===== src/rtl/mem_arb_pkg.sv =====
// Shared types and constants for the IF/LSU memory-port arbiter.
package mem_arb_pkg;

  typedef enum logic [1:0] {
    IDLE = 2'd0,
    REQ  = 2'd1,
    WAIT = 2'd2
  } state_e;

  localparam logic OWN_IF = 1'b0;
  localparam logic OWN_LS = 1'b1;

  localparam int MAX_WAIT_DEFAULT = 255;

endpackage


===== src/rtl/mem_arb_grant.sv =====
// One-hot grant between the IF and LSU requesters, indexed by OWN_IF/OWN_LS.
// MEM_ARB_RR_EN selects round-robin; otherwise LSU has fixed priority over IF.
module mem_arb_grant
  import mem_arb_pkg::*;
(
  input  logic       if_valid,
  input  logic       ls_valid,
  input  logic       last_grant,
  output logic [1:0] grant
);

`ifdef MEM_ARB_RR_EN
  always_comb begin
    grant = '0;
    if (if_valid && ls_valid) begin
      // Contended: the requester that did not win last time goes now.
      if (last_grant == OWN_IF) grant[OWN_LS] = 1'b1;
      else                      grant[OWN_IF] = 1'b1;
    end else if (ls_valid) begin
      grant[OWN_LS] = 1'b1;
    end else if (if_valid) begin
      grant[OWN_IF] = 1'b1;
    end
  end
`else
  logic unused_last_grant;
  assign unused_last_grant = last_grant;

  always_comb begin
    grant = '0;
    if (ls_valid)      grant[OWN_LS] = 1'b1;
    else if (if_valid) grant[OWN_IF] = 1'b1;
  end
`endif

endmodule


===== src/rtl/mem_arbiter.sv =====
// Shares one handshaked memory port between IF and LSU, one transaction in flight,
// with a WAIT timeout. Define MEM_ARB_RR_EN for round-robin instead of LSU priority.
module mem_arbiter
  import mem_arb_pkg::*;
#(
  parameter int ADDR_W   = 64,
  parameter int DATA_W   = 64,
  parameter int MAX_WAIT = MAX_WAIT_DEFAULT
) (
  input  logic                clk,
  input  logic                rst,
  input  logic                if_req_valid,
  output logic                if_req_ready,
  input  logic [ADDR_W-1:0]   if_addr,
  output logic                if_resp_valid,
  output logic [DATA_W-1:0]   if_rdata,
  output logic                if_resp_err,
  input  logic                ls_req_valid,
  output logic                ls_req_ready,
  input  logic [ADDR_W-1:0]   ls_addr,
  input  logic                ls_wen,
  input  logic [DATA_W-1:0]   ls_wdata,
  input  logic [DATA_W/8-1:0] ls_wmask,
  output logic                ls_resp_valid,
  output logic [DATA_W-1:0]   ls_rdata,
  output logic                ls_resp_err,
  output logic                mem_req_valid,
  input  logic                mem_req_ready,
  output logic [ADDR_W-1:0]   mem_addr,
  output logic                mem_wen,
  output logic [DATA_W-1:0]   mem_wdata,
  output logic [DATA_W/8-1:0] mem_wmask,
  input  logic                mem_resp_valid,
  input  logic [DATA_W-1:0]   mem_rdata,
  output logic                busy
);

  localparam int MASK_W = DATA_W / 8;
  localparam int CNT_W  = $clog2(MAX_WAIT + 1);

  state_e              state_q, state_d;
  logic                owner_q, owner_d;
  logic [ADDR_W-1:0]   addr_q, addr_d;
  logic                wen_q, wen_d;
  logic [DATA_W-1:0]   wdata_q, wdata_d;
  logic [MASK_W-1:0]   wmask_q, wmask_d;
  logic                mem_req_valid_q, mem_req_valid_d;
  logic [CNT_W-1:0]    cnt_q, cnt_d;
  logic                if_resp_valid_q, if_resp_valid_d;
  logic                ls_resp_valid_q, ls_resp_valid_d;
  logic                if_resp_err_q, if_resp_err_d;
  logic                ls_resp_err_q, ls_resp_err_d;
  logic [DATA_W-1:0]   if_rdata_q, if_rdata_d;
  logic [DATA_W-1:0]   ls_rdata_q, ls_rdata_d;

  logic [1:0]          grant;
  logic                last_grant;
  logic                timeout;
  logic [DATA_W-1:0]   resp_data;

  mem_arb_grant u_grant (
    .if_valid   (if_req_valid),
    .ls_valid   (ls_req_valid),
    .last_grant (last_grant),
    .grant      (grant)
  );

  // Ready is gated by rst so nothing can be accepted while reset is held.
  assign if_req_ready = rst && (state_q == IDLE) && grant[OWN_IF];
  assign ls_req_ready = rst && (state_q == IDLE) && grant[OWN_LS];

  // A response in the final WAIT cycle beats the timeout.
  assign timeout   = !mem_resp_valid && (cnt_q == CNT_W'(MAX_WAIT - 1));
  assign resp_data = (mem_resp_valid && !wen_q) ? mem_rdata : '0;

`ifdef MEM_ARB_RR_EN
  logic last_grant_q, last_grant_d;

  always_comb begin
    last_grant_d = last_grant_q;
    if (ls_req_ready)      last_grant_d = OWN_LS;
    else if (if_req_ready) last_grant_d = OWN_IF;
  end

  always_ff @(posedge clk or negedge rst) begin
    if (!rst) last_grant_q <= OWN_IF;
    else      last_grant_q <= last_grant_d;
  end

  assign last_grant = last_grant_q;
`else
  assign last_grant = OWN_IF;
`endif

  always_comb begin
    // NOTE: every signal gets a default before the case so no path leaves one unassigned (no latches).
    state_d         = state_q;
    owner_d         = owner_q;
    addr_d          = addr_q;
    wen_d           = wen_q;
    wdata_d         = wdata_q;
    wmask_d         = wmask_q;
    mem_req_valid_d = mem_req_valid_q;
    cnt_d           = '0;
    if_resp_valid_d = 1'b0;
    ls_resp_valid_d = 1'b0;
    if_resp_err_d   = 1'b0;
    ls_resp_err_d   = 1'b0;
    if_rdata_d      = if_rdata_q;
    ls_rdata_d      = ls_rdata_q;

    case (state_q)
      IDLE: begin
        if (ls_req_ready) begin
          owner_d         = OWN_LS;
          addr_d          = ls_addr;
          wen_d           = ls_wen;
          wdata_d         = ls_wdata;
          wmask_d         = ls_wen ? ls_wmask : '0;
          mem_req_valid_d = 1'b1;
          state_d         = REQ;
        end else if (if_req_ready) begin
          owner_d         = OWN_IF;
          addr_d          = if_addr;
          wen_d           = 1'b0;
          wdata_d         = '0;
          wmask_d         = '0;
          mem_req_valid_d = 1'b1;
          state_d         = REQ;
        end
      end

      REQ: begin
        if (mem_req_ready) begin
          mem_req_valid_d = 1'b0;
          state_d         = WAIT;
        end
      end

      WAIT: begin
        if (mem_resp_valid || timeout) begin
          state_d = IDLE;
          if (owner_q == OWN_LS) begin
            ls_resp_valid_d = 1'b1;
            ls_resp_err_d   = timeout;
            ls_rdata_d      = resp_data;
          end else begin
            if_resp_valid_d = 1'b1;
            if_resp_err_d   = timeout;
            if_rdata_d      = resp_data;
          end
        end else begin
          cnt_d = cnt_q + CNT_W'(1);
        end
      end

      default: state_d = IDLE;
    endcase
  end

  // NOTE: data/address registers are reset too, because they drive module outputs that must read 0 in reset.
  always_ff @(posedge clk or negedge rst) begin
    if (!rst) begin
      state_q         <= IDLE;
      owner_q         <= OWN_IF;
      addr_q          <= '0;
      wen_q           <= 1'b0;
      wdata_q         <= '0;
      wmask_q         <= '0;
      mem_req_valid_q <= 1'b0;
      cnt_q           <= '0;
      if_resp_valid_q <= 1'b0;
      ls_resp_valid_q <= 1'b0;
      if_resp_err_q   <= 1'b0;
      ls_resp_err_q   <= 1'b0;
      if_rdata_q      <= '0;
      ls_rdata_q      <= '0;
    end else begin
      // NOTE: non-blocking assignments so every flop samples the pre-edge values.
      state_q         <= state_d;
      owner_q         <= owner_d;
      addr_q          <= addr_d;
      wen_q           <= wen_d;
      wdata_q         <= wdata_d;
      wmask_q         <= wmask_d;
      mem_req_valid_q <= mem_req_valid_d;
      cnt_q           <= cnt_d;
      if_resp_valid_q <= if_resp_valid_d;
      ls_resp_valid_q <= ls_resp_valid_d;
      if_resp_err_q   <= if_resp_err_d;
      ls_resp_err_q   <= ls_resp_err_d;
      if_rdata_q      <= if_rdata_d;
      ls_rdata_q      <= ls_rdata_d;
    end
  end

  assign mem_req_valid = mem_req_valid_q;
  assign mem_addr      = addr_q;
  assign mem_wen       = wen_q;
  assign mem_wdata     = wdata_q;
  assign mem_wmask     = wmask_q;
  assign if_resp_valid = if_resp_valid_q;
  assign if_resp_err   = if_resp_err_q;
  assign if_rdata      = if_rdata_q;
  assign ls_resp_valid = ls_resp_valid_q;
  assign ls_resp_err   = ls_resp_err_q;
  assign ls_rdata      = ls_rdata_q;
  assign busy          = (state_q != IDLE);

endmodule


===== config.mk =====
export PLATFORM = sky130hd
export DESIGN_NAME = mem_arbiter
export DESIGN_NICKNAME = d
export VERILOG_FILES = /design/src/rtl/mem_arb_pkg.sv /design/src/rtl/mem_arb_grant.sv /design/src/rtl/mem_arbiter.sv
export SDC_FILE = /design/constraint.sdc
export NUM_CORES = 1
export LEC_CHECK = 0
export ABC_AREA = 1
export CORE_AREA = 2 2 210 212
export CTS_BUF_LIST = sky130_fd_sc_hd__clkbuf_8
export CTS_CLUSTER_SIZE = 14
export DETAILED_ROUTE_END_ITERATION = 8
export DIE_AREA = 0 0 212 214
export GPL_ROUTABILITY_DRIVEN = 1
export PLACE_DENSITY = 0.72
export SYNTH_ARGS = -nofsm -noshare
export SYNTH_HDL_FRONTEND = slang
export SYNTH_SLANG_ARGS = --single-unit

===== constraint.sdc =====
create_clock -name clk -period 1.32 [get_ports clk]
set_input_delay 0.198 -clock clk [delete_from_list [all_inputs] [get_ports clk]]
set_output_delay 0.198 -clock clk [all_outputs]
set_load 0.05 [all_outputs]

# Word level (Yosys, flattened, before mapping)
# Cells that the tools add are included.
[op_classes]
addsub = 1
n_eq_ne = 6
n_mux = 37
n_bitwise = 1
n_reduce_logical = 17
[ops]
columns = ["op", "count"]
rows = [
  ["$mux 64", 5],
  ["$mux 8", 5],
  ["$mux 1", 21],
  ["$reduce_and 3->1", 4],
  ["$add 8x1->8 const B", 1],
  ["$eq 8x8->1 const B", 1],
  ["$mux 2", 4],
  ["$pmux 2 s3", 1],
  ["$reduce_bool 2->1", 3],
  ["$logic_and 1x1->1", 5],
  ["$ne 2x2->1 const B", 2],
  ["$ne 3x3->1 const B", 1],
  ["$eq 2x1->1 const B", 1],
  ["$eq 2x2->1 const B", 1],
  ["$logic_not 1->1", 2],
  ["$logic_not 2->1", 1],
  ["$pmux 1 s2", 1],
  ["$reduce_and 2->1", 1],
  ["$logic_or 1x1->1", 1],
  ["$not 1->1", 1],
]
[totals]
ff_bits = 281
input_bits = 271
out_inout_bits = 273
elab_cells = 76

# Depth between registers and ports, before layout
# Gate-level depths: netlist (run 1).
[logic_depth]
ltp_word = 6
mapped_depth = 11
ltp_nobuf = 9

# By module
# Synthesis (run 1) repeated with hierarchy kept, for this count alone.
[unflattened]
cells_unflattened = 1564
hier_area_um2 = 12624.6
[by_module_without_submodules]
columns = ["mod", "instances", "cells_each", "area_each_um2", "seq_area_each_um2"]
rows = [
  ["mem_arbiter", 1, 1561, 12607.1, 7031.7],
  ["mem_arb_grant", 1, 3, 17.5, 0.0],
]

# Least setup slack after synthesis (run 1)
# Ideal clock, no wire load.
[synth_timing]
path_kind = "reg2reg"
start = "register wen_q, in the netlist mem_wen"
end = "register if_rdata_q[10], in the netlist if_rdata[10]"
setup_ns = 0.119
arrival_time_ns = 1.407
slack_ns = -0.206
path_stages_with_launch = 7
period_less_slack_ns = 1.526
cell_sequence = "dfrtp_1 inv_1 nand2_1 clkbuf_1 nor2_1 nand3_1 nand2_1"
[synth_via]
elab_chain_cells = 3
[synth_rtl]
columns = ["element", "line", "source"]
rows = [
  ["start, declared", "mem_arbiter.sv:44", "logic wen_q, wen_d;"],
  ["start signal, assigned", "mem_arbiter.sv:183", "wen_q <= wen_d;"],
  ["$logic_not 1->1", "mem_arbiter.sv:74", "assign resp_data = (mem_resp_valid && !wen_q) ? mem_rdata : '0;"],
  ["$logic_and 1x1->1", "mem_arbiter.sv:74", ""],
  ["$mux 64", "mem_arbiter.sv:74", ""],
  ["end signal, assigned", "mem_arbiter.sv:192", "if_rdata_q <= if_rdata_d;"],
  ["end, declared", "mem_arbiter.sv:53", "logic [DATA_W-1:0] if_rdata_q, if_rdata_d;"],
]
# No other way between the ends.
# A chain may end at the register's enable or synchronous reset.

# Final worst setup path (run 1)
[layout_timing]
start = "register state_q[1]"
end = "output port if_req_ready"
[layout_via]
elab_chain_cells = 3
[layout_rtl]
columns = ["element", "line", "source"]
rows = [
  ["start, declared", "mem_arbiter.sv:41", "state_e state_q, state_d;"],
  ["start signal, assigned", "mem_arbiter.sv:180", "state_q <= state_d;"],
  ["$logic_not 2->1", "mem_arbiter.sv:69", "assign if_req_ready = rst && (state_q == IDLE) && grant[OWN_IF];"],
  ["$logic_and 1x1->1 (2 in a row)", "mem_arbiter.sv:69", ""],
  ["end, declared", "mem_arbiter.sv:13", "output logic if_req_ready,"],
]
# No other way between the ends.

==> results by stage, run 1 <==
Route:
- The DRC violation total after the first TritonRoute iteration is about 1300.
- The post-detailed-routing wire length is just under 60 mm.
- The via density per instance is around 4.8.
- The number of design rule violations left after detail routing is 0.
- The total via count after detailed routing is about 14000.
- The length of the first detailed-routing pass in iterations is 8.
- The count of nets left with antenna violations once routing finished came out at 0.
- In the final routed layout, each cell accounts on average for between 20 and 25 um.

STA:
- The final cycle utilization of the critical path is 152%.
- Counting I/O delays and the setup requirement, the final critical path takes about 2.0 ns.
- The clock arrives with approximately 0.029 ns of skew.
- The setup TNS is -144.41 ns.
- Setup slack on the critical path of the routed design comes to -0.692 ns.
- The worst hold margin is 0.108 ns.
- Measured against its own limit, the worst slew margin works out to 52.6%.
- Setup violations remaining at the end of the flow were counted as 553.
- The final number of max-transition violations is 0.
- The maximum clock frequency is 497 MHz.
- Setup repair after global routing could not meet its margin everywhere.
- The hold violation count in the final report came to 0.
- The slew at the pin closest to its max-slew limit is 0.710 ns.

Synthesis:
- The synthesized netlist occupies a cell area of ~13000 um^2.
- In this run, synthesis produced a sequential element count of between 200 and 300.
- The biggest area contributor in the post-synthesis netlist is sky130_fd_sc_hd__dfrtp_1.
- The synthesized design contains 0 enable-type register cells.
- The synthesized instance count is roughly 1600.
- Counting instances in the post-synthesis netlist gives the leading cell types as sky130_fd_sc_hd__nand2_1 (671), sky130_fd_sc_hd__dfrtp_1 (281), sky130_fd_sc_hd__nand3_1 (205).
- The most used flip-flop cell after synthesis is sky130_fd_sc_hd__dfrtp_1.
- In the post-synthesis netlist, the cell with the most instances is sky130_fd_sc_hd__nand2_1.
- The distinct cell type count of the synthesized netlist is 27.
- The mean instance size in the synthesized netlist is 8.12 um^2.
- Of the post-synthesis cell area, the dominant cell type holds a little under three fifths.
- The synthesis warning total is 0.
- The number of nets in the synthesized netlist is around 1800.
- The fraction of synthesis flops using an asynchronous set or reset pin is 100%.
- In the post-synthesis netlist, the biggest area contributors are sky130_fd_sc_hd__dfrtp_1 (56%), sky130_fd_sc_hd__nand2_1 (20%), sky130_fd_sc_hd__nand3_1 (8.1%), sky130_fd_sc_hd__inv_1 (4.1%), sky130_fd_sc_hd__nor2_1 (2.3%).
- The share of the yosys chip area belonging to registers is between 50% and 60%.

Global routing:
- The total global routing overflow is 0.
- The first global-routing pass estimated 82.3 mm of wire.
- The initial antenna violation count is 5.
- Entering global routing, the biggest net connects between 100 and 150 pins.
- The combined global-route utilization of all metal layers is 23.7%.
- The via count of the first global-routing pass is ~14000.

Placement:
- In this run the cell area measured after placement is 22000 um^2.
- The global placer's final weighted congestion is ~0.93.
- The setup slack after placement is -0.518 ns.
- After detailed placement, the design holds a cell count of 2698.
- In this run the tool buffered the top-level ports with between 500 and 600 buffer cells.
- The placed wire-length estimate is roughly 37 mm.

Clock tree:
- The number of buffers created by CTS is 49.
- The tree is rooted in a sky130_fd_sc_hd__clkbuf_8.
- After clock tree synthesis, the clock-pin slew on the worst setup and hold paths is 0.06 ns.
- The number of sinks on the clock net is about 280.
- The clock tree synthesis step divided the H-tree into 2 levels.
- The clock reaches the later pin of the worst-skew pair after 0.62 ns.
- The CTS tree is done.
- The deepest clock path buffer count is 3.

Cells and area:
- The layout-stage area growth over the synthesis result is 105%.
- For this run, the number of standard cells in the final layout without fillers is between 2000 and 3000.
- The area taken by flip-flops and latches is ~7000 um^2.
- For this run, the post-layout net count is approximately 2500.
- The area of the multi-input gates is ~5400 um^2.
- The final design utilization is 60.5%.
- After filler insertion, the fill cell instance count of the layout stands at 3225.
- The post-route netlist has 33.2% of its cells at a drive strength greater than 1.
- The final instance area is 26000 um^2.

Power and ir drop:
- The overall power is about 66 mW.
- The maximum vdd ir drop is between 1500 and 2000 uV.
- The power density over the cells is about 2500 nW/um^2.
- The analysis attributes to cell leakage a power of 12.9 nW.

Worst setup path:
- The highest net fanout along the worst path is 2.
- The arrival time at the worst endpoint is about 1.8 ns.
- The data required time of the critical path is about 1.1 ns.
- The worst setup path is launched from a flop.
- The path type of the worst setup path is flop to output pin.
- STA classifies the critical path endpoint as an output pin.

Die:
- The placeable core area is ~43000 um^2.
- The row count is 76.
- The starting utilization of the core area is 29.5%.
- From left edge to right edge, the die measures 212 um.
- In this run the vertical extent of the chip is between 200 and 250 um.
- Pin placement for this block handled about 540 I/O pins.
- The die covers roughly 45000 um^2.

Hold path:
- The path type of the worst min-delay path is primary input to asynchronous set/reset pin.

Flow run:
- The number of max-cap violations is 0.

Outcome:
- The checks that failed: negative setup slack.
- The run finished, with violations left.
worst paths after layout:
check	startpoint	end	slack (ns)	cells after the start
max reg2reg	state_q[1]	mem_wdata[30]	-0.61	13
max in group asynchronous	rst	mem_wen	0.02	4
min	rst	if_rdata[19]	0.11	2
min in group clk	ls_wdata[36]	mem_wdata[36]	0.12	3
max	state_q[1]	if_req_ready	-0.69	7
min reg2reg	mem_wdata[25]	mem_wdata[25]	0.53	2
where the power goes:
group	internal, mW	switching, mW	leakage [nW]	total (mW)
Clock	4.41	3.75	0.570	8.17
Combinational	19.8	21.7	8.66	41.4
Sequential	12.0	4.27	3.67	16.3
cell type report:
class	instances	area share, %
diodes	4	0.0385
clock buffers	59	3.13
clock inverters	26	0.626
inverters	142	2.15
multi-input cells	1045	20.9
flip-flops and latches	281	27.1
well taps	585	2.82
repair buffers	733	43.0
repair inverters	2	0.193
what timing repair did:
action,CTS,global route
hold buffers,1,0
pin swaps,40,52
gates resized for setup,174,174
setup buffers,28,16
endpoints found under the setup margin,552,621
endpoints found under the hold margin,281,0
cloned,32,24
routing by layer:
metal / track usage (%) / vias up / share of wire [%]
li1: - / 6163 / -
met4: 12.9 / 4 / 6.3
met2: 41.1 / 760 / 50
met1: 25.6 / 6562 / 35
met3: 7.18 / 188 / 8.7
met5: 0 / - / 0.048
registers in the layout (all words and copies together) (netlist names):
| register | flops |
|---|---|
| ls_rdata | 64 |
| if_resp_err | 1 |
| mem_req_valid | 1 |
| if_resp_valid | 1 |
| owner_q | 1 |
| state_q | 2 |
| cnt_q | 8 |
| mem_wmask | 8 |
| mem_addr | 64 |
| mem_wen | 1 |
| mem_wdata | 64 |
| ls_resp_err | 1 |
| ls_resp_valid | 1 |
| if_rdata | 64 |
placed cells by master, fill, tap and decap left out, types with 3 or more instances in the layout:
| cell | n |
|---|---|
| sky130_fd_sc_hd__buf_16 | 27 |
| sky130_fd_sc_hd__buf_4 | 70 |
| sky130_fd_sc_hd__nand2_1 | 561 |
| sky130_fd_sc_hd__buf_12 | 317 |
| sky130_fd_sc_hd__nand3_4 | 11 |
| sky130_fd_sc_hd__nand3_2 | 60 |
| sky130_fd_sc_hd__inv_2 | 5 |
| sky130_fd_sc_hd__nand2_4 | 19 |
| sky130_fd_sc_hd__or2_0 | 21 |
| sky130_fd_sc_hd__clkbuf_16 | 16 |
| sky130_fd_sc_hd__nand2_2 | 92 |
| sky130_fd_sc_hd__nor2_1 | 69 |
| sky130_fd_sc_hd__buf_6 | 19 |
| sky130_fd_sc_hd__nor2_4 | 9 |
| sky130_fd_sc_hd__clkbuf_8 | 59 |
| sky130_fd_sc_hd__clkinv_2 | 3 |
| sky130_fd_sc_hd__nor2_2 | 3 |
| sky130_fd_sc_hd__dfrtp_1 | 280 |
| sky130_fd_sc_hd__clkdlybuf4s50_1 | 269 |
| sky130_fd_sc_hd__or2_1 | 29 |
| sky130_fd_sc_hd__nand2_8 | 8 |
| sky130_fd_sc_hd__o21ai_2 | 3 |
| sky130_fd_sc_hd__or2_2 | 14 |
| sky130_fd_sc_hd__nand3_1 | 135 |
| sky130_fd_sc_hd__inv_1 | 153 |
| sky130_fd_sc_hd__buf_8 | 12 |
| sky130_fd_sc_hd__diode_2 | 4 |
cell families (layout without fill, tap and decap cells):
group	Yosys count	after routing	share of synthesized area (%)
compound gates	4	4	0.158
xor+xnor	4	4	0.277
fa+ha+maj	2	2	0.198
buf+inv	235	962	9.35
flops	281	281	55.6
other cells	0	4	0
simple gates	1032	1035	34.5
critical path: stages, from the launching register on:
cell and delay, ns:
sky130_fd_sc_hd__dfrtp_1 0.41, sky130_fd_sc_hd__nor2_4 0.14, sky130_fd_sc_hd__buf_12 0.14, sky130_fd_sc_hd__buf_6 0.10, sky130_fd_sc_hd__nand3_4 0.06, sky130_fd_sc_hd__buf_6 0.13
sky130_fd_sc_hd__nor2_4 0.09, sky130_fd_sc_hd__buf_12 0.14
(Power assumes the default switching activity.)
==> run 2: changes to the inputs <==
ABC_AREA = unset   (was 1)
ABC_CLOCK_PERIOD_IN_PS = 1320   (was unset)
CORE_AREA = 2 2 214 216   (was 2 2 210 212)
DIE_AREA = 0 0 216 218   (was 0 0 212 214)
PLACE_DENSITY = 0.69   (was 0.72)
==> run 2 against run 1 <==
  * The run still ends with negative setup slack left
  * Synthesized area decreased by 4.5%
  * Total power decreased by 0.73%
  * Die area increased by 3.8%
  * Count of clock-buffer cells in the layout increased by 5
  * Clock power increased by 2%
==> results by stage, run 2 <==
Outcome:
- The flow ran to the end, but the final reports show violations.
- The checks that failed: negative setup slack.

Die:
- The die width is around 220 um.
- The die footprint is about 47000 um^2.
- The placeable core area is between 40000 and 50000 um^2.
- The row count is between 70 and 80.
- The starting utilization of the core area is between 20% and 30%.
- The number of top-level pins is approximately 540.
- The overall die height is 218 um.

Placement:
- The global placer's final weighted congestion is between 0.8 and 0.9.
- The cell area reported after detailed placement is 21900 um^2.
- Input and output buffers added on the ports amount to 543.
- After legalization and detailed placement, the total HPWL measured 33.6 mm.
- The number of placed instances, taps included, is 2100.
- The setup slack after placement is -0.485 ns.

Cells and area:
- The number of nets in the layout is 2082.
- Compared with the post-synthesis result, the final layout area differs by 119%.
- Once layout is complete, the utilization of the core stands at 59.0%.
- The final instance area is ~26000 um^2.
- Registers take 7100 um^2.
- The post-route non-filler standard cell count is around 2500.
- Leaving out fill and tap cells, the most frequent cell in the layout is sky130_fd_sc_hd__buf_12.
- The number of filler instances in the final layout is 3421.
- In the layout the commonest cells are sky130_fd_sc_hd__buf_12 (328), sky130_fd_sc_hd__clkdlybuf4s50_1 (269), sky130_fd_sc_hd__dfrtp_1 (225).
- In the final layout, the multi-input gates occupy about 5200 um^2.
- The post-route netlist has roughly half of its cells at a drive strength greater than 1.

Synthesis:
- A synthesized cell averages 12.6 um^2.
- The portion of synthesized cell area occupied by the leading cell type is about three fifths.
- Counting instances in the post-synthesis netlist gives the leading cell types as sky130_fd_sc_hd__dfrtp_1 (281), sky130_fd_sc_hd__a221o_1 (128), sky130_fd_sc_hd__a22o_1 (72).
- For this run, asynchronously set or reset flops after synthesis account for between 90% and 100%.
- The number of enable-type register cells in the synthesized netlist is 0.
- Counting every instance in the synthesized netlist gives between 900 and 1000.
- The adder-cell share of the synthesized area is less than 1%.
- The synthesized netlist contains 46 unique library cells.
- The synthesis warning total is 0.
- Measured against the total synthesized area, the mux share comes to 0%.
- The simple-gate share of the synthesized area is between 10% and 20%.
- The number of nets in the synthesized netlist is ~1200.
- The complex-gate fraction of the synthesized area is 25.4%.
- The most used standard cell by instance count after synthesis is sky130_fd_sc_hd__dfrtp_1.
- Counting flops and latches in the post-synthesis netlist gives ~280.
- After Yosys synthesis, XOR and XNOR cells account for less than 1% of the synthesized area.
- Among all flip-flop cells after synthesis, the most frequent one is sky130_fd_sc_hd__dfrtp_1.
- Ranked by total cell area, the synthesized netlist is headed by sky130_fd_sc_hd__dfrtp_1 (58%), sky130_fd_sc_hd__a221o_1 (11%), sky130_fd_sc_hd__a22o_1 (5.2%), sky130_fd_sc_hd__a32oi_1 (4.6%), sky130_fd_sc_hd__a22oi_1 (4.0%).
- The share of the yosys chip area belonging to registers is about three fifths.
- The synthesized design spends more area on one cell type than any other, namely sky130_fd_sc_hd__dfrtp_1.
- The dominant combinational cell family by area after synthesis is compound AO/OA/AOI/OAI gates.
- The area of the mapped netlist is about 12000 um^2.

Route:
- In the final routed layout, each cell accounts on average for 23.5 um.
- The length of the first detailed-routing pass in iterations is 7.
- In the routed design, unresolved DRC markers number 0.
- After the first detailed-routing iteration, the DRC count stood at 773.
- The post-detailed-routing wire length is roughly 58 mm.
- The total via count after detailed routing is 12566.
- The via density per instance is between 5 and 6.
- The detail route stage leaves a number of antenna-violating nets equal to 0.

STA:
- Setup repair after global routing could not meet its margin everywhere.
- Setup violations remaining at the end of the flow were counted as 554.
- The final number of max-transition violations is 0.
- For the pin with the worst max-slew slack, the measured transition is ~0.76 ns.
- The worst relative slew slack is about half.
- The hold violation count in the final report is 0.
- The setup TNS is -152.05 ns.
- The post-route clock skew is between 0.015 and 0.02 ns.
- The minimum clock period after layout is approximately 2 ns.
- Hold is met by 0.171 ns.
- Dividing the final minimum period by the clock period gives 151%.
- Derived from the worst setup path, the maximum achievable clock frequency is about 500 MHz.
- Across all setup checks in the final design, the least slack found is -0.679 ns.

Hold path:
- The tightest min-delay check is of the primary input to flop type.
- The worst hold path was traced through 3 stages.

Worst setup path:
- The longest individual stage delay on the worst path is 0.40 ns.
- The most prevalent standard cell on the critical path is sky130_fd_sc_hd__buf_12.
- For the worst setup path, the data required time is around 1.1 ns.
- The highest-delay cell along the critical path is sky130_fd_sc_hd__dfrtp_1.
- The worst setup path is launched from a flop.
- The path type of the worst setup path is flop to output pin.
- The arrival time at the worst endpoint is 1.80 ns.
- The depth of the worst register-to-register path is 7.
- The highest net fanout along the worst path is 4.
- Traced cell by cell, the critical path runs through buf_12 > nor4bb_4 > buf_6 > buf_12.
- The worst setup path is captured at an output pin.

Global routing:
- For met2 alone, demand over resource in global routing was roughly 38%.
- Entering global routing, the biggest net connects between 150 and 200 pins.
- The total global routing overflow is 0.
- The met3 track demand over resource in global routing is under 10%.
- The via count of the first global-routing pass is ~13000.
- The initial antenna violation count came to 3.
- Global routing consumed, over all layers together, between 20% and 30% of the routing resources.
- The met1 track demand over resource is between 20% and 30%.
- After global routing, the most crowded layer is met2.
- The global-route wire length before repair is 80.0 mm.

Clock tree:
- The number of levels in the clock H-tree is 2.
- For the worst-skew pair, the clock arrives at the later sink with an insertion delay of 0.63 ns.
- The deepest clock path buffer count is 3.
- After clock tree synthesis, the clock-pin slew on the worst setup and hold paths is ~0.06 ns.
- CTS saw roughly 280 sinks.
- The number of clock buffers added by TritonCTS is approximately 50.
- The CTS tree is done.
- The tree is rooted in a sky130_fd_sc_hd__clkbuf_8.

Power and ir drop:
- The power density over the cells is ~2500 nW/um^2.
- Overall power consumption after layout is estimated at ~65 mW.
- The maximum vdd ir drop is 1780 uV.
- Summed over all cells, the static leakage comes to between 10 and 15 nW.

Flow run:
- The tool flagged a number of max-cap violations equal to 0.
-- run 2: cell type report --
type                            count  share of cell area [%]
Timing Repair Buffer              889                    46.7
Inverter                            3                  0.0425
Clock inverter                     26                   0.444
Multi-Input combinational cell    583                    19.8
Clock buffer                       64                    3.33
Sequential cell                   281                    26.8
Antenna cell                        4                  0.0378
Tap cell                          600                    2.83
-- run 2: per-layer routing --
metal	routed length [um]	up-vias	part of all wire, %
met4	2210	0	3.8
li1	-	5491	-
met3	3830	148	6.6
met5	0	-	0
met1	22000	6361	38
met2	29600	566	51
-- run 2: timing repair --
action | CTS | global route
hold endpoints to repair | 281 | 0
buffers inserted | 49 | 176
hold buffers | 1 | 0
gates resized for setup | 103 | 188
gates cloned | 37 | 14
endpoints found under the setup margin | 551 | 679
pin swaps | 9 | 119
-- run 2: final timing paths --
path                        startpoint           end  slack, ns
min in group asynchronous          rst  mem_addr[63]       0.46
setup reg to reg            state_q[1]  mem_addr[36]      -0.61
max in group asynchronous          rst  mem_addr[48]       0.30
hold reg to reg               cnt_q[0]      cnt_q[0]       0.54
hold / removal             ls_addr[46]  mem_addr[46]       0.17
setup / recovery            state_q[1]  ls_req_ready      -0.68
-- run 2: report_power, final --
part	leakage [nW]	internal, mW	switching [mW]	total (mW)
Clock	0.579	4.35	3.96	8.31
Combinational	7.79	22.0	19.1	41.1
Sequential	3.04	11.9	4.11	16.0
-- run 2: logic make-up after synthesis --
logic type | Yosys count
adder cells (fa/ha/maj) | 2
XOR/XNOR | 2
buffers and inverters | 96
AND/OR/NAND/NOR | 232
AO/OA/AOI/OAI | 346
flip-flops | 281
-- run 2: worst max-delay path, delay by kind of cell, from the launching register on --
kind / cells / cell delay, ns
buf+inv: 3 / 0.45
flops: 1 / 0.40
simple gates: 1 / 0.32
==> run 3: changes to the inputs <==
GPL_TIMING_DRIVEN = 0   (was unset)
==> run 3 against run 2 <==
  * The flow still finishes with violations (negative setup slack)
  * Non-clock buffer count rose by 107
  * Combinational power fell by 10%
  * Critical path depth rose by 1
  * Clock skew rose by 0.015 ns
==> results by stage, run 3 (synthesis gave the netlist of run 2 again) <==
Global routing:
- The via count of the first global-routing pass is ~13000.
- For met1 alone, demand over resource in global routing was 29.0%.
- In the global route stage, met3 resource usage came out at between 4 and 5%.
- The initial antenna violation count is 1.
- The pin count of the biggest net entering global routing is 57.
- The combined global-route utilization of all metal layers is roughly 23%.
- The total global routing overflow is 0.
- For met2 alone, demand over resource in global routing was about two fifths.
- The global-route wire length before repair is 83.5 mm.
- The global routing's busiest layer is met2.

STA:
- The slew at the pin closest to its max-slew limit is 0.957 ns.
- The minimum clock period after layout is approximately 2 ns.
- The maximum clock frequency is between 400 and 500 MHz.
- The setup TNS is -137.60 ns.
- The hold violation count in the final report came to 0.
- The final number of max-transition violations is 0.
- The final worst-path setup slack is -0.721 ns.
- The worst hold margin is between 0.15 and 0.2 ns.
- Across the routed clock network, the largest skew measured is 0.0339 ns.
- The worst pin sits at a relative slew slack of 36.0%.
- Setup repair after global routing could not meet its margin everywhere.
- Dividing the final minimum period by the clock period gives 155%.
- Setup violations remaining at the end of the flow were counted as ~550.

Worst setup path:
- For the worst setup path, the data arrival time is about 1.8 ns.
- The worst setup path is launched from a flop.
- The startpoint identified for the worst register-to-register timing path is state_q[0].
- The beginning of the critical path is state_q[0].
- The kind of capture point of the worst setup path is an output pin.
- The critical path is of the flop to output pin type.
- The data required time of the critical path is between 1 and 1.5 ns.
- In this run the worst path has a maximum fanout of 3.

Die:
- The number of top-level pins is around 540.
- The die footprint is roughly 47000 um^2.
- Once the floorplan was initialized, standard cells occupied a little over a quarter of the core.
- The die width is between 200 and 250 um.
- The initialized floorplan defines 78 standard-cell rows.
- The overall die height is 218 um.
- The placeable core area is roughly 45000 um^2.

Clock tree:
- In this run, CTS created clock tree buffers numbering 52.
- Clock-pin slew was measured on the worst setup and hold paths at 0.06 ns.
- In this run the deepest clock path goes through 3 buffers.
- The number of sinks on the clock net is 281.
- CTS placed an instance of sky130_fd_sc_hd__clkbuf_8 at the clock tree root.
- The H-tree generated during clock tree synthesis spans 2 levels.
- The clock latency of the later-clocked register in the worst-skew pair is 0.64 ns.
- The CTS tree is done.

Outcome:
- The checks that failed: negative setup slack.
- The run finished, with violations left.

Cells and area:
- For this run, the post-layout net count is approximately 2200.
- The layout-stage area growth over the synthesis result is 108%.
- Cells fill between 50% and 60% of the core in the end.
- The top cell types in the final layout, fill and taps aside, are sky130_fd_sc_hd__buf_6 (317), sky130_fd_sc_hd__dfrtp_1 (277), sky130_fd_sc_hd__clkdlybuf4s50_1 (269).
- The fraction of final layout cells sized beyond drive strength 1 is 49.1%.
- The most frequent standard cell in the layout excluding fill and tap cells is sky130_fd_sc_hd__buf_6.

Route:
- The remaining number of nets flagged by the antenna check after routing is 0.
- The length of the first detailed-routing pass in iterations is 5.
- The via density per instance is a little over 5.
- The total via count after detailed routing is 13170.
- In the final routed layout, each cell accounts on average for approximately 23 um.
- The number of design rule violations left after detail routing is 0.
- The DRC violation total after the first TritonRoute iteration is between 900 and 1000.
- Wires add up to about 60 mm.

Hold path:
- The startpoint of the worst hold path is ls_wmask[5].
- The min-delay analysis places its worst path in the category primary input to flop.

Placement:
- Buffers placed on the I/O ports in this run total roughly 540.
- The placed wire-length estimate is ~34 mm.
- The global placer's final weighted congestion is approximately 0.85.

Power and ir drop:
- The leakage power is around 11 nW.
- The power density over the cells is between 2000 and 2500 nW/um^2.
- The design draws between 60 and 70 mW.
- The maximum vdd ir drop is between 1500 and 2000 uV.

Flow run:
- Across the run, the number of max-cap violations was 0.
run 3: changes by cell type in the layout (fill, tap and decap cells not counted), sizes merged, moves of 3 or more:
cell,change
buf,+79
bufbuf,+4
bufinv,+3
clkbuf,+24
diode,-3
dlygate4sd3,+4
inv,-5
run 3: what timing repair did:
action                                  CTS  global route
hold buffers                              8             0
gates resized for setup                2094           200
endpoints found under the hold margin   218             0
setup buffers                           226           100
gates cloned                             47            14
setup endpoints to repair               551           554
pin swaps                               108           124
run 3: metal layers:
layer | part of all wire [%] | wire, um
met5 | 0.022 | 13
met4 | 4.0 | 2380
met3 | 6.1 | 3630
met2 | 49 | 29200
met1 | 40 | 23900
run 3: area by class of cell:
type | instances | area (um^2)
Tap cell | 600 | 751
Antenna cell | 1 | 2.50
Multi-Input combinational cell | 582 | 5240
Clock buffer | 68 | 936
Fill cell | 3528 | 19800
Inverter | 3 | 11.3
Clock inverter | 26 | 199
Sequential cell | 281 | 7040
Buffer | 90 | 1250
Timing Repair Buffer | 906 | 9680
run 3: final timing paths:
path	endpoint	slack, ns	depth (start not counted)
hold reg to reg	mem_wdata[54]	0.52	1
hold / removal	mem_wmask[5]	0.17	2
setup / recovery	ls_req_ready	-0.72	5
min in group asynchronous	ls_rdata[7]	0.22	2
setup reg to reg	ls_rdata[5]	-0.60	9
max in group asynchronous	mem_addr[42]	0.20	4
run 3: critical path, stage by stage (launching register included):
cell	delay [ns]
sky130_fd_sc_hd__dfrtp_1	0.41
sky130_fd_sc_hd__nor4bb_1	0.29
sky130_fd_sc_hd__clkbuf_4	0.20
sky130_fd_sc_hd__buf_8	0.10
sky130_fd_sc_hd__buf_12	0.10
sky130_fd_sc_hd__buf_12	0.13
run 3: where the power goes:
part | switching (mW) | internal (mW) | total [mW]
Clock | 4.08 | 5.20 | 9.28
Combinational | 19.6 | 17.2 | 36.8
Sequential | 2.70 | 11.8 | 14.5
Total | 26.4 | 34.1 | 60.5
run 3: through the flow:
stage	cell area, um^2	std cells	setup slack [ns]
detailed placement	18800	2104	-2.48
finish	25100	2557	-0.721
global route	25100	2556	-0.829
floorplan	12500	959	-0.279
CTS	24000	2478	-0.737
global placement	18700	2102	-13.67
